File: config.mk
export PLATFORM = sky130hd
export DESIGN_NAME = psu_pwrgd_seq_fsm
export DESIGN_NICKNAME = d
export VERILOG_FILES = /design/src/rtl/psu_pwrgd_seq_fsm.sv
export SDC_FILE = /design/constraint.sdc
export NUM_CORES = 1
export LEC_CHECK = 0
export ABC_AREA = 1
export CAP_MARGIN = 40
export CORE_MARGIN = 4
export CORE_UTILIZATION = 54
export CTS_CLUSTER_SIZE = 28
export DETAILED_ROUTE_END_ITERATION = 10
export PLACE_DENSITY = 0.82
export RECOVER_POWER = 50
export REMOVE_ABC_BUFFERS = 1
export SYNTH_ARGS = -nofsm -noshare
export SYNTH_HDL_FRONTEND = slang
export SYNTH_SLANG_ARGS = --single-unit
File: constraint.sdc
create_clock -name iClk -period 2.5 [get_ports iClk]
set_input_delay 0.5 -clock iClk [delete_from_list [all_inputs] [get_ports iClk]]
set_output_delay 0.5 -clock iClk [all_outputs]
set_load 0.005 [all_outputs]
File: src/rtl/psu_pwrgd_seq_fsm.sv
// Per-rail PSU on/off sequencer timed by an external 1 ms tick counter.
// Times the power-good wait, the debounce and the off delay, and latches faults.
module psu_pwrgd_seq_fsm #(
  parameter int TIMEOUT_MS   = 100,
  parameter int DEBOUNCE_MS  = 2,
  parameter int OFF_DELAY_MS = 10
) (
  input  logic       iClk,
  input  logic       iRst_n,
  input  logic       iPsuOnReq,
  input  logic       iPwrgd,
  input  logic       iTick,
  input  logic       iFaultClr,
  output logic       oTimerEn,
  output logic       oPsuEn,
  output logic       oPsuOk,
  output logic       oFault,
  output logic [1:0] oFaultCode
);

  typedef enum logic [2:0] {
    S_IDLE,
    S_WAIT_PG,
    S_DEBOUNCE,
    S_ON,
    S_OFF_WAIT,
    S_FAULT
  } state_t;

  localparam logic [1:0] FC_NONE = 2'b00;
  localparam logic [1:0] FC_TOUT = 2'b01;
  localparam logic [1:0] FC_LOST = 2'b10;
  localparam logic [1:0] FC_PRE  = 2'b11;

  localparam logic [7:0] TO_CNT  = 8'(TIMEOUT_MS);
  localparam logic [7:0] DB_CNT  = 8'(DEBOUNCE_MS);
  localparam logic [7:0] OFF_CNT = 8'(OFF_DELAY_MS);

  state_t     state;
  state_t     nxt;
  logic [1:0] nxt_code;
  logic [7:0] cnt;
  logic       chg;
  logic       nxt_timed;
  logic       nxt_en;

  always_comb begin
    nxt      = state;
    nxt_code = oFaultCode;
    unique case (state)
      S_IDLE: begin
        if (iPsuOnReq && iPwrgd) begin
          nxt      = S_FAULT;
          nxt_code = FC_PRE;
        end else if (iPsuOnReq) begin
          nxt = S_WAIT_PG;
        end
      end
      S_WAIT_PG: begin
        if (!iPsuOnReq) begin
          nxt = S_OFF_WAIT;
        end else if (iPwrgd) begin
          nxt = S_DEBOUNCE;
        end else if (cnt == TO_CNT) begin
          nxt      = S_FAULT;
          nxt_code = FC_TOUT;
        end
      end
      S_DEBOUNCE: begin
        if (!iPsuOnReq) begin
          nxt = S_OFF_WAIT;
        end else if (!iPwrgd) begin
          nxt = S_WAIT_PG;
        end else if (cnt == DB_CNT) begin
          nxt = S_ON;
        end
      end
      S_ON: begin
        // a turn-off request masks a simultaneous pwrgd drop
        if (!iPsuOnReq) begin
          nxt = S_OFF_WAIT;
        end else if (!iPwrgd) begin
          nxt      = S_FAULT;
          nxt_code = FC_LOST;
        end
      end
      S_OFF_WAIT: begin
        if (cnt == OFF_CNT) begin
          nxt = S_IDLE;
        end
      end
      S_FAULT: begin
        if (iFaultClr && !iPsuOnReq) begin
          nxt      = S_OFF_WAIT;
          nxt_code = FC_NONE;
        end
      end
      default: begin
        nxt      = S_IDLE;
        nxt_code = FC_NONE;
      end
    endcase
  end

  assign chg       = (nxt != state);
  assign nxt_timed = (nxt == S_WAIT_PG)
                  || (nxt == S_DEBOUNCE)
                  || (nxt == S_OFF_WAIT);
  assign nxt_en    = (nxt == S_WAIT_PG)
                  || (nxt == S_DEBOUNCE)
                  || (nxt == S_ON);

  // timer enable stays low for one cycle after every state change
  always_ff @(posedge iClk or negedge iRst_n) begin
    if (!iRst_n) begin
      state      <= S_IDLE;
      cnt        <= 8'd0;
      oTimerEn   <= 1'b0;
      oPsuEn     <= 1'b0;
      oPsuOk     <= 1'b0;
      oFault     <= 1'b0;
      oFaultCode <= FC_NONE;
    end else begin
      state <= nxt;
      if (chg) begin
        cnt <= 8'd0;
      end else if (iTick && oTimerEn && cnt != 8'hff) begin
        cnt <= cnt + 8'd1;
      end
      oTimerEn   <= nxt_timed && !chg;
      oPsuEn     <= nxt_en;
      oPsuOk     <= (nxt == S_ON);
      oFault     <= (nxt == S_FAULT);
      oFaultCode <= nxt_code;
    end
  end

endmodule

# [Yosys cells after proc, flatten, opt, wreduce, memory -nomap -nowiden]
# Index checks and enable logic that the tools add are counted.
[totals] elab_cells=68 out_inout_bits=6 register_bits=17
[op_classes] reduce_logical=14 muxes=23 bitwise_logic=1 eq_ne=22 add_sub_neg=1
[op_table] cell="$mux 3" count=12
[op_table] cell="$pmux 3 s6" count=1
[op_table] cell="$mux 8" count=2
[op_table] cell="$mux 2" count=7
[op_table] cell="$ne 2x2->1 const B" count=7
[op_table] cell="$eq 3x2->1 const B" count=4
[op_table] cell="$eq 3x3->1 const B" count=4
[op_table] cell="$pmux 2 s5" count=1
[op_table] cell="$add 8x1->8 const B" count=1
[op_table] cell="$eq 8x2->1 const B" count=1
[op_table] cell="$eq 8x4->1 const B" count=1
[op_table] cell="$eq 8x7->1 const B" count=1
[op_table] cell="$ne 8x8->1 const B" count=1
[op_table] cell="$reduce_and 8->1" count=1
[op_table] cell="$eq 3x1->1 const B" count=2
[op_table] cell="$logic_and 1x1->1" count=5
[op_table] cell="$logic_not 3->1" count=1
[op_table] cell="$logic_or 1x1->1" count=3
[op_table] cell="$ne 3x3->1" count=1
[op_table] cell="$logic_not 1->1" count=2
[op_table] cell="$reduce_bool 2->1" count=1
[op_table] cell="$reduce_or 2->1" count=1
[op_table] cell="$not 1->1" count=1

# [Logic depth before layout (Yosys ltp)]
# Gate-level depths: netlist (run 1).
[logic_depth] depth_word=9 ltp_mapped=13

# [Worst setup path before layout (run 1)]
# No wires, ideal clock.
[synth_timing] path_type="flip-flop to flip-flop" start="register cnt[0]" end="register oTimerEn" period_less_slack_ns=1.521 n_path_buf=0 slack_ns=0.979 path_stages_with_launch=13 arrival_ns=1.459 path_cell_list="dfrtp_1 -> inv_1 -> ha_1 -> nand2_1 -> nor2_1 -> nand2_1 -> nand2_1 -> nand2_1 -> a21oi_1 -> nand3_1 -> nand3_1 -> nand2_1 -> inv_1"
[synth_via] elab_chain_cells=9 word_cells_on_any_way=19
[synth_rtl] element="from (decl)" line="42" text="logic [7:0] cnt;"
[synth_rtl] element="from (signal assigned)" line="128" text="cnt <= cnt + 8'd1;"
[synth_rtl] element="$eq 8x2->1 or $eq 8x7->1 (tied branches)" line="74, 64"
[synth_rtl] element="$mux 3, on equally long branches" line="74, 64"
[synth_rtl] element="$mux 3, on equally long branches" line="72, 62"
[synth_rtl] element="$mux 3, on equally long branches" line="70, 60"
[synth_rtl] element="$pmux 3 s6 *" line="50" text="unique case (state)"
[synth_rtl] element="$eq 3x1->1 or $eq 3x2->1 (tied branches)" line="106, 107"
[synth_rtl] element="$logic_or 1x1->1" line="107" text="|| (nxt == S_DEBOUNCE)"
[synth_rtl] element="$logic_or 1x1->1" line="108" text="|| (nxt == S_OFF_WAIT);"
[synth_rtl] element="$logic_and 1x1->1 *" line="130" text="oTimerEn <= nxt_timed && !chg;"
[synth_rtl] element="to (signal assigned)" line="130"
[synth_rtl] element="to (decl)" line="14" text="output logic oTimerEn,"
# Every way passes the cells marked *; elsewhere a longest branch is shown, timed or not.
# A chain may end at the register's enable or synchronous reset.

# [Worst setup path in the final report (run 1)]
[layout_timing] start="register state[0]" end="register cnt[6]"
[layout_via] elab_chain_cells=6 word_cells_on_any_way=22
[layout_rtl] element="from (decl)" line="39" text="state_t state;"
[layout_rtl] element="from (signal assigned)" line="124" text="state <= nxt;"
[layout_rtl] element="$mux 3, on equally long branches" line="74, 64"
[layout_rtl] element="$mux 3, on equally long branches" line="72, 62"
[layout_rtl] element="$mux 3, on equally long branches" line="70, 60"
[layout_rtl] element="$pmux 3 s6" line="50"
[layout_rtl] element="$ne 3x3->1 *" line="105" text="assign chg = (nxt != state);"
[layout_rtl] element="$mux 8 or $reduce_bool 2->1 (tied branches)"
# Marks and branches as above.

==> out/results.ini, run 1 <==
[outcome]
status=finished, final reports clean

[die]
core_mm2=0.002022
die_area_mm2=0.003010
initial_core_util_pct=58.66
fp.dieH_um=54.87
std_cell_rows=16
ios=12
die_x_um=54.87

[cells_and_area]
final_area_mm2=0.001343
final_net_count=194
layout-area-overhead-vs-synth_pct=13.19
antennaDiodeCount=0
drive_above_1_share_pct=11.41

[detailed_routing]
drc=0
wl_per_cell_um=11.53
via_count=1105
firstDrtPassIters=4
routed_via_density=5.237
drt_iter0_drc=24
ant_nets=0
drt_wl_total_um=2433

[critical_path]
cp_max_fo=10
r2r_setup_slack_ns=0.72
critical_path_class=reg2reg
worst_ep_required_time_ns=2.68
critPathLaunchType=flop
cpPeakStageDelay_ns=0.59
cp_slowest_cell=dfrtp_1
critPathCaptureType=flop
crit_chain=nand2_1 > nand2_2 > nor2_1 > nor2_1 > nand3_2 > nand2_4 > nand2_4 > nand4_4 > nor2_1
worstPathArrival_ns=1.96
crit_top_cell=nor2_1

[clock_network]
root_buffer=clkbuf_4
htree_levels=1
postCtsHoldBufs=0
cts_resized=0
clk_transition_reported_paths_ns=0.09
clk_latency_ns=0.29
cts_sinks=17
cts_setup_buffers=0
cts_buffers=3
cts_tree=built
cts.path.max_buffers=2

[power]
clock_power_share_pct=12.2
vdd_drop_max_v=0.0006914
cellPowerDensity_mw_per_mm2=877.6
p_leak_nw=0.7099
power.switching_mw=0.5337
design_power_total_mw=1.178
netSwitchingFraction_pct=45.30
pwr-share-seq_pct=34.0
p_comb_share_pct=53.8
intPower_mw=0.6445

[grt]
gr-total-overflow=0
grt_pass1_wl_um=4153
grt_max_degree=18
groute.usage.overall_pct=19.10
antenna_found_initial=0
grt_pass1_vias=1042

[synthesis]
netlist_instances=169
yosysTopAreaCellShare_pct=35.86
synth.distinct_cells=24
syn_area_per_cell_um2=7.019
ys.warnings.count=0
yosys-top-cells-area=dfrtp_1, nand2_1, nor2_1, inv_1, nand3_1
ys_seq_elements=17
synth_top_area_cell=dfrtp_1
synth_area_mm2=0.001186
ys_seq_area_share_pct=35.86

[sta]
maxSlewHeadroom_pct=38.48
setup_ws_ns=0.7172
fin_tns_setup_ns=0
min_period_ns=1.783
max_freq_ghz=0.5609
fin_skew_ns=0.006499
period_share_pct=71.31
rsz0062_at_grt=false
hold_viol_final=0
maxSlewViolCount=0
whs_ns=0.5003
finalSetupViolations=0
tightest_slew_ns=0.9228

[flow_run]
cap_violations=0

[place]
placed_cell_area_mm2=0.001326
dp_hpwl_um=1955
place_ws_ns=0.5024
finalWeightedCongestion=0.9369
port-buffer-count=11

[min_path]
hold_class=reg2reg

==> critical path, delay by kind of cell, from the launching register on <==
family | cells | cell delay, ns
and+or+nand+nor | 9 | 1.08
DFF | 1 | 0.59
==> kinds of logic (layout without fill, tap and decap cells) <==
kind of cell | Yosys count | in the layout | synth area share (%)
buf+inv | 29 | 44 | 10.02
xor+xnor | 5 | 5 | 3.692
flops | 17 | 17 | 35.87
fa+ha+maj | 3 | 3 | 3.165
compound gates | 11 | 11 | 6.224
simple gates | 104 | 104 | 41.03
==> layout by cell type (no fill, tap or decap) <==
cell / n
inv_4: 1
clkinv_2: 1
o22ai_1: 1
o21a_1: 1
o31ai_1: 2
clkinv_1: 1
nand4_1: 2
nand2_4: 2
dfrtp_1: 17
nand3_2: 2
nor2_2: 3
clkbuf_4: 3
nand3_1: 17
clkbuf_1: 1
nand4_4: 1
nand2_2: 4
o21ai_0: 2
inv_1: 23
inv_2: 3
a22oi_2: 1
xor2_1: 5
o21ai_1: 1
a21oi_1: 2
o211ai_1: 1
clkdlybuf4s50_1: 10
nand2_1: 42
nor2_1: 31
ha_1: 3
dlygate4sd3_1: 1
==> per-layer routing <==
metal,GRT usage [%],wire length [µm],vias to the layer above
li1,-,-,555
met1,22.52,1070,501
met2,32.28,1193,39
met3,4.632,123,10
met4,8.714,46,0
met5,0,0,-
==> per-stage QoR <==
step | instances | util (%)
finish | 211 | 66.40
global route | 211 | 66.40
floorplan | 168 | -
detailed placement | 207 | 65.59
global placement | 207 | 65.59
CTS | 211 | 66.96
==> flip-flops by register name, summed over array words and instances, names as in the netlist <==
signal and cells:
cnt 8, state 3, oFaultCode 2, oFault 1, oPsuEn 1, oPsuOk 1
oTimerEn 1
==> synth_stat cells <==
master and n:
o22ai_1 1, inv_1 23, nor2_2 3, inv_2 4, o21ai_1 1, dfrtp_1 17, o31ai_1 2, nand4_4 1
o211ai_1 1, ha_1 3, nand3_2 2, a21oi_1 2, nand2_2 4, nand2_1 41, nand3_1 17, nor2_1 31
o21a_1 1, nand2_4 3, inv_4 1, o21ai_0 2, a22oi_2 1, buf_6 1, nand4_1 2, xor2_1 5
==> cell type report <==
| type | instances | area (µm²) |
|---|---|---|
| Clock buffer | 3 | 22.52 |
| Inverter | 28 | 107.6 |
| Clock inverter | 1 | 5.005 |
| Timing Repair Buffer | 12 | 113.9 |
| Tap cell | 27 | 33.78 |
| Sequential cell | 17 | 425.4 |
| Fill cell | 185 | 679.4 |
| Multi-Input combinational cell | 123 | 634.4 |
==> worst paths after layout <==
kind	start	end	cells past startpoint
worst max-delay path	state[0]$_DFF_PN0_	cnt[6]$_DFFE_PN0P_	9
worst min-delay path	oFaultCode[1]$_DFFE_PN0P_	oFaultCode[1]$_DFFE_PN0P_	2
worst max register to register	state[0]$_DFF_PN0_	cnt[6]$_DFFE_PN0P_	9
worst min register to register	oFaultCode[1]$_DFFE_PN0P_	oFaultCode[1]$_DFFE_PN0P_	2
max in group asynchronous	iRst_n	cnt[5]$_DFFE_PN0P_	2
min in group asynchronous	iRst_n	cnt[7]$_DFFE_PN0P_	2
==> power groups by stage <==
stage / logic, mW / clock network (mW) / registers (mW)
after global placement: 0.624 / 0 / 0.406
after CTS: 0.644 / 0.147 / 0.403
after floorplan: 0.461 / 0 / 0.398
after detailed placement: 0.639 / 0 / 0.408
final: 0.634 / 0.144 / 0.401
after global routing: 0.712 / 0.160 / 0.411
Note: power is estimated with default switching activity, not from simulation.
==> inputs of run 2 (changes only) <==
Clock period 2.5 ns to 1.81 ns, I/O delays scaled along.
==> run 2 against run 1 <==
  * Largest cell class unchanged
  * Final area is 6.9% higher
  * Routed wire length increased by 6.9%
  * Clock skew is 0.0058 ns higher
==> out/results.ini, run 2 (synthesis gave the netlist of run 1 again) <==
[critical_path]
cp_max_fo=3  ; -7
critical_path_class=reg2reg
worstPathArrival_ns=1.97  ; about the same
critPathCaptureType=flop
critPathLaunchType=flop
r2r_cells=10  ; +1
worst_ep_required_time_ns=2.03  ; -0.65 ns

[power]
vdd_drop_max_v=0.0009180  ; +33%
cellPowerDensity_mw_per_mm2=1208  ; +38%
p_leak_nw=0.7447  ; +4.9%

[clock_network]
postCtsHoldBufs=0  ; unchanged
clk_latency_ns=0.30  ; about the same
cts_buffers=3  ; unchanged
root_buffer=clkbuf_4
cts_sinks=17  ; unchanged
clk_transition_reported_paths_ns=0.11  ; +0.02 ns
cts_tree=built
cts.path.max_buffers=2  ; unchanged
htree_levels=1  ; unchanged

[outcome]
status=finished, final reports clean

[place]
place_ws_ns=-0.07582  ; -0.5782 ns
dp_hpwl_um=1934  ; -1.1%
dp_cells=211  ; +1.9%
finalWeightedCongestion=0.9093  ; -2.9%
placed_cell_area_mm2=0.001356  ; +2.3%
port-buffer-count=11  ; unchanged

[detailed_routing]
drt_wl_total_um=2600  ; +6.9%
drt_iter0_drc=36  ; +50%
firstDrtPassIters=4  ; unchanged
wl_per_cell_um=11.98  ; +3.9%
top_layer_used=met4
routed_via_density=5.230  ; -0.13%
m1WireLength_um=1134  ; +6.0%
route.met3.wl_um=150  ; +22%
wl_met2_um=1302  ; +9.1%
via_count=1135  ; +2.7%
drc=0  ; unchanged
ant_nets=0  ; unchanged

[cells_and_area]
layout_commonest_cell=nand2_1
final_cells=217  ; +2.8%
largest_reg_flops=8  ; unchanged
final_area_mm2=0.001435  ; +6.9%
top_regs=cnt x8, state x3, oFaultCode x2
fill_cells=169  ; -8.6%
final_net_count=200  ; +3.1%
layout-area-overhead-vs-synth_pct=20.99
antennaDiodeCount=0  ; unchanged
regMostFlops=cnt
final_cell_mix=nand2_1, nor2_1, inv_1, nand3_1, dfrtp_1
drive_above_1_share_pct=21.58  ; +10 points

[sta]
setup_ws_ns=0.06028  ; -0.6569 ns
fin_tns_setup_ns=0  ; unchanged
min_period_ns=1.750  ; -0.03311 ns
hold_viol_final=0  ; unchanged
tightest_slew_ns=0.9239  ; +0.001155 ns
max_freq_ghz=0.5715  ; +1.9%
maxSlewHeadroom_pct=38.41  ; -0.077 points
period_share_pct=96.67  ; +25 points
fin_skew_ns=0.01228  ; +0.005781 ns
maxSlewViolCount=0  ; unchanged
finalSetupViolations=0  ; unchanged
whs_ns=0.4988  ; -0.001555 ns

[die]
ios=12  ; unchanged
initial_core_util_pct=58.66  ; unchanged
die_area_mm2=0.003010  ; unchanged
std_cell_rows=16  ; unchanged
die_x_um=54.87  ; unchanged
fp.dieH_um=54.87  ; unchanged
core_mm2=0.002022  ; unchanged

[grt]
grt_pass1_vias=980  ; -6.0%
gr-total-overflow=0  ; unchanged
antenna_found_initial=0  ; unchanged
groute.usage.overall_pct=17.69  ; -1.4 points
grt_pass1_wl_um=3857  ; -7.1%
grt_max_degree=18  ; unchanged

[min_path]
holdPathStages=2  ; unchanged
hold_class=reg2reg

[flow_run]
cap_violations=0  ; unchanged

==> run 2: changes by cell type in the layout (fill, tap and decap cells not counted), moves of 2 or more <==
| cell | change |
|---|---|
| buf_4 | +6 |
| nand2_1 | -5 |
| nor2_1 | -5 |
| nor2_2 | +4 |
| nand2_2 | +3 |
| nand2_4 | +2 |
==> run 2: routing by layer <==
layer	track usage, %	vias up
li1	-	567
met1	21.04	529
met2	31.30	37
met3	3.270	2
met4	6.224	0
met5	0	-
==> run 2: worst paths after layout <==
check / startpoint / end / slack (ns)
worst min register to register: oFaultCode[1]$_DFFE_PN0P_ / oFaultCode[1]$_DFFE_PN0P_ / 0.50
worst min-delay path: oFaultCode[1]$_DFFE_PN0P_ / oFaultCode[1]$_DFFE_PN0P_ / 0.50
max in group asynchronous: iRst_n / state[0]$_DFF_PN0_ / 0.47
worst max register to register: cnt[0]$_DFFE_PN0P_ / cnt[5]$_DFFE_PN0P_ / 0.06
min in group asynchronous: iRst_n / cnt[7]$_DFFE_PN0P_ / 0.70
worst max-delay path: cnt[0]$_DFFE_PN0P_ / cnt[5]$_DFFE_PN0P_ / 0.06
==> run 2: report_power, final <==
group          internal, mW  total (mW)  switching (mW)
Combinational         0.408       0.970           0.562
Clock                0.0823       0.208           0.125
Sequential            0.464       0.555          0.0916
Total                 0.953        1.73           0.780
==> run 2: timing repair <==
| action | 4_1_cts | 5_1_grt |
|---|---|---|
| setup buffers | 0 | 2 |
| hold endpoints to repair | 0 | 0 |
| setup endpoints to repair | 0 | 10 |
| gates resized for setup | 0 | 15 |
==> run 2: cell type report <==
type	count	area, µm²	share of cell area, %
multi-input cells	123	680.7	47.43
flip-flops and latches	17	426.7	29.73
repair buffers	18	158.9	11.07
inverters	28	107.6	7.498
well taps	27	33.78	2.354
clock buffers	3	22.52	1.569
clock inverters	1	5.005	0.3487
==> run 2: per-stage QoR <==
step	total power [mW]	util (%)
after floorplan	1.186	-
after CTS	1.700	68.44
after global routing	1.854	70.98
final	1.733	70.98
after detailed placement	1.491	67.08
after global placement	1.468	67.08
==> run 2: critical path: stages (launching register included) <==
cell     delay [ns]
dfrtp_1        0.41
buf_4          0.16
ha_1           0.22
nand3_1        0.09
nor2_2         0.04
nand2_1        0.09
nand4_1        0.16
nor2_2         0.18
nand2_1        0.08
xor2_1         0.14
nor2_1         0.10
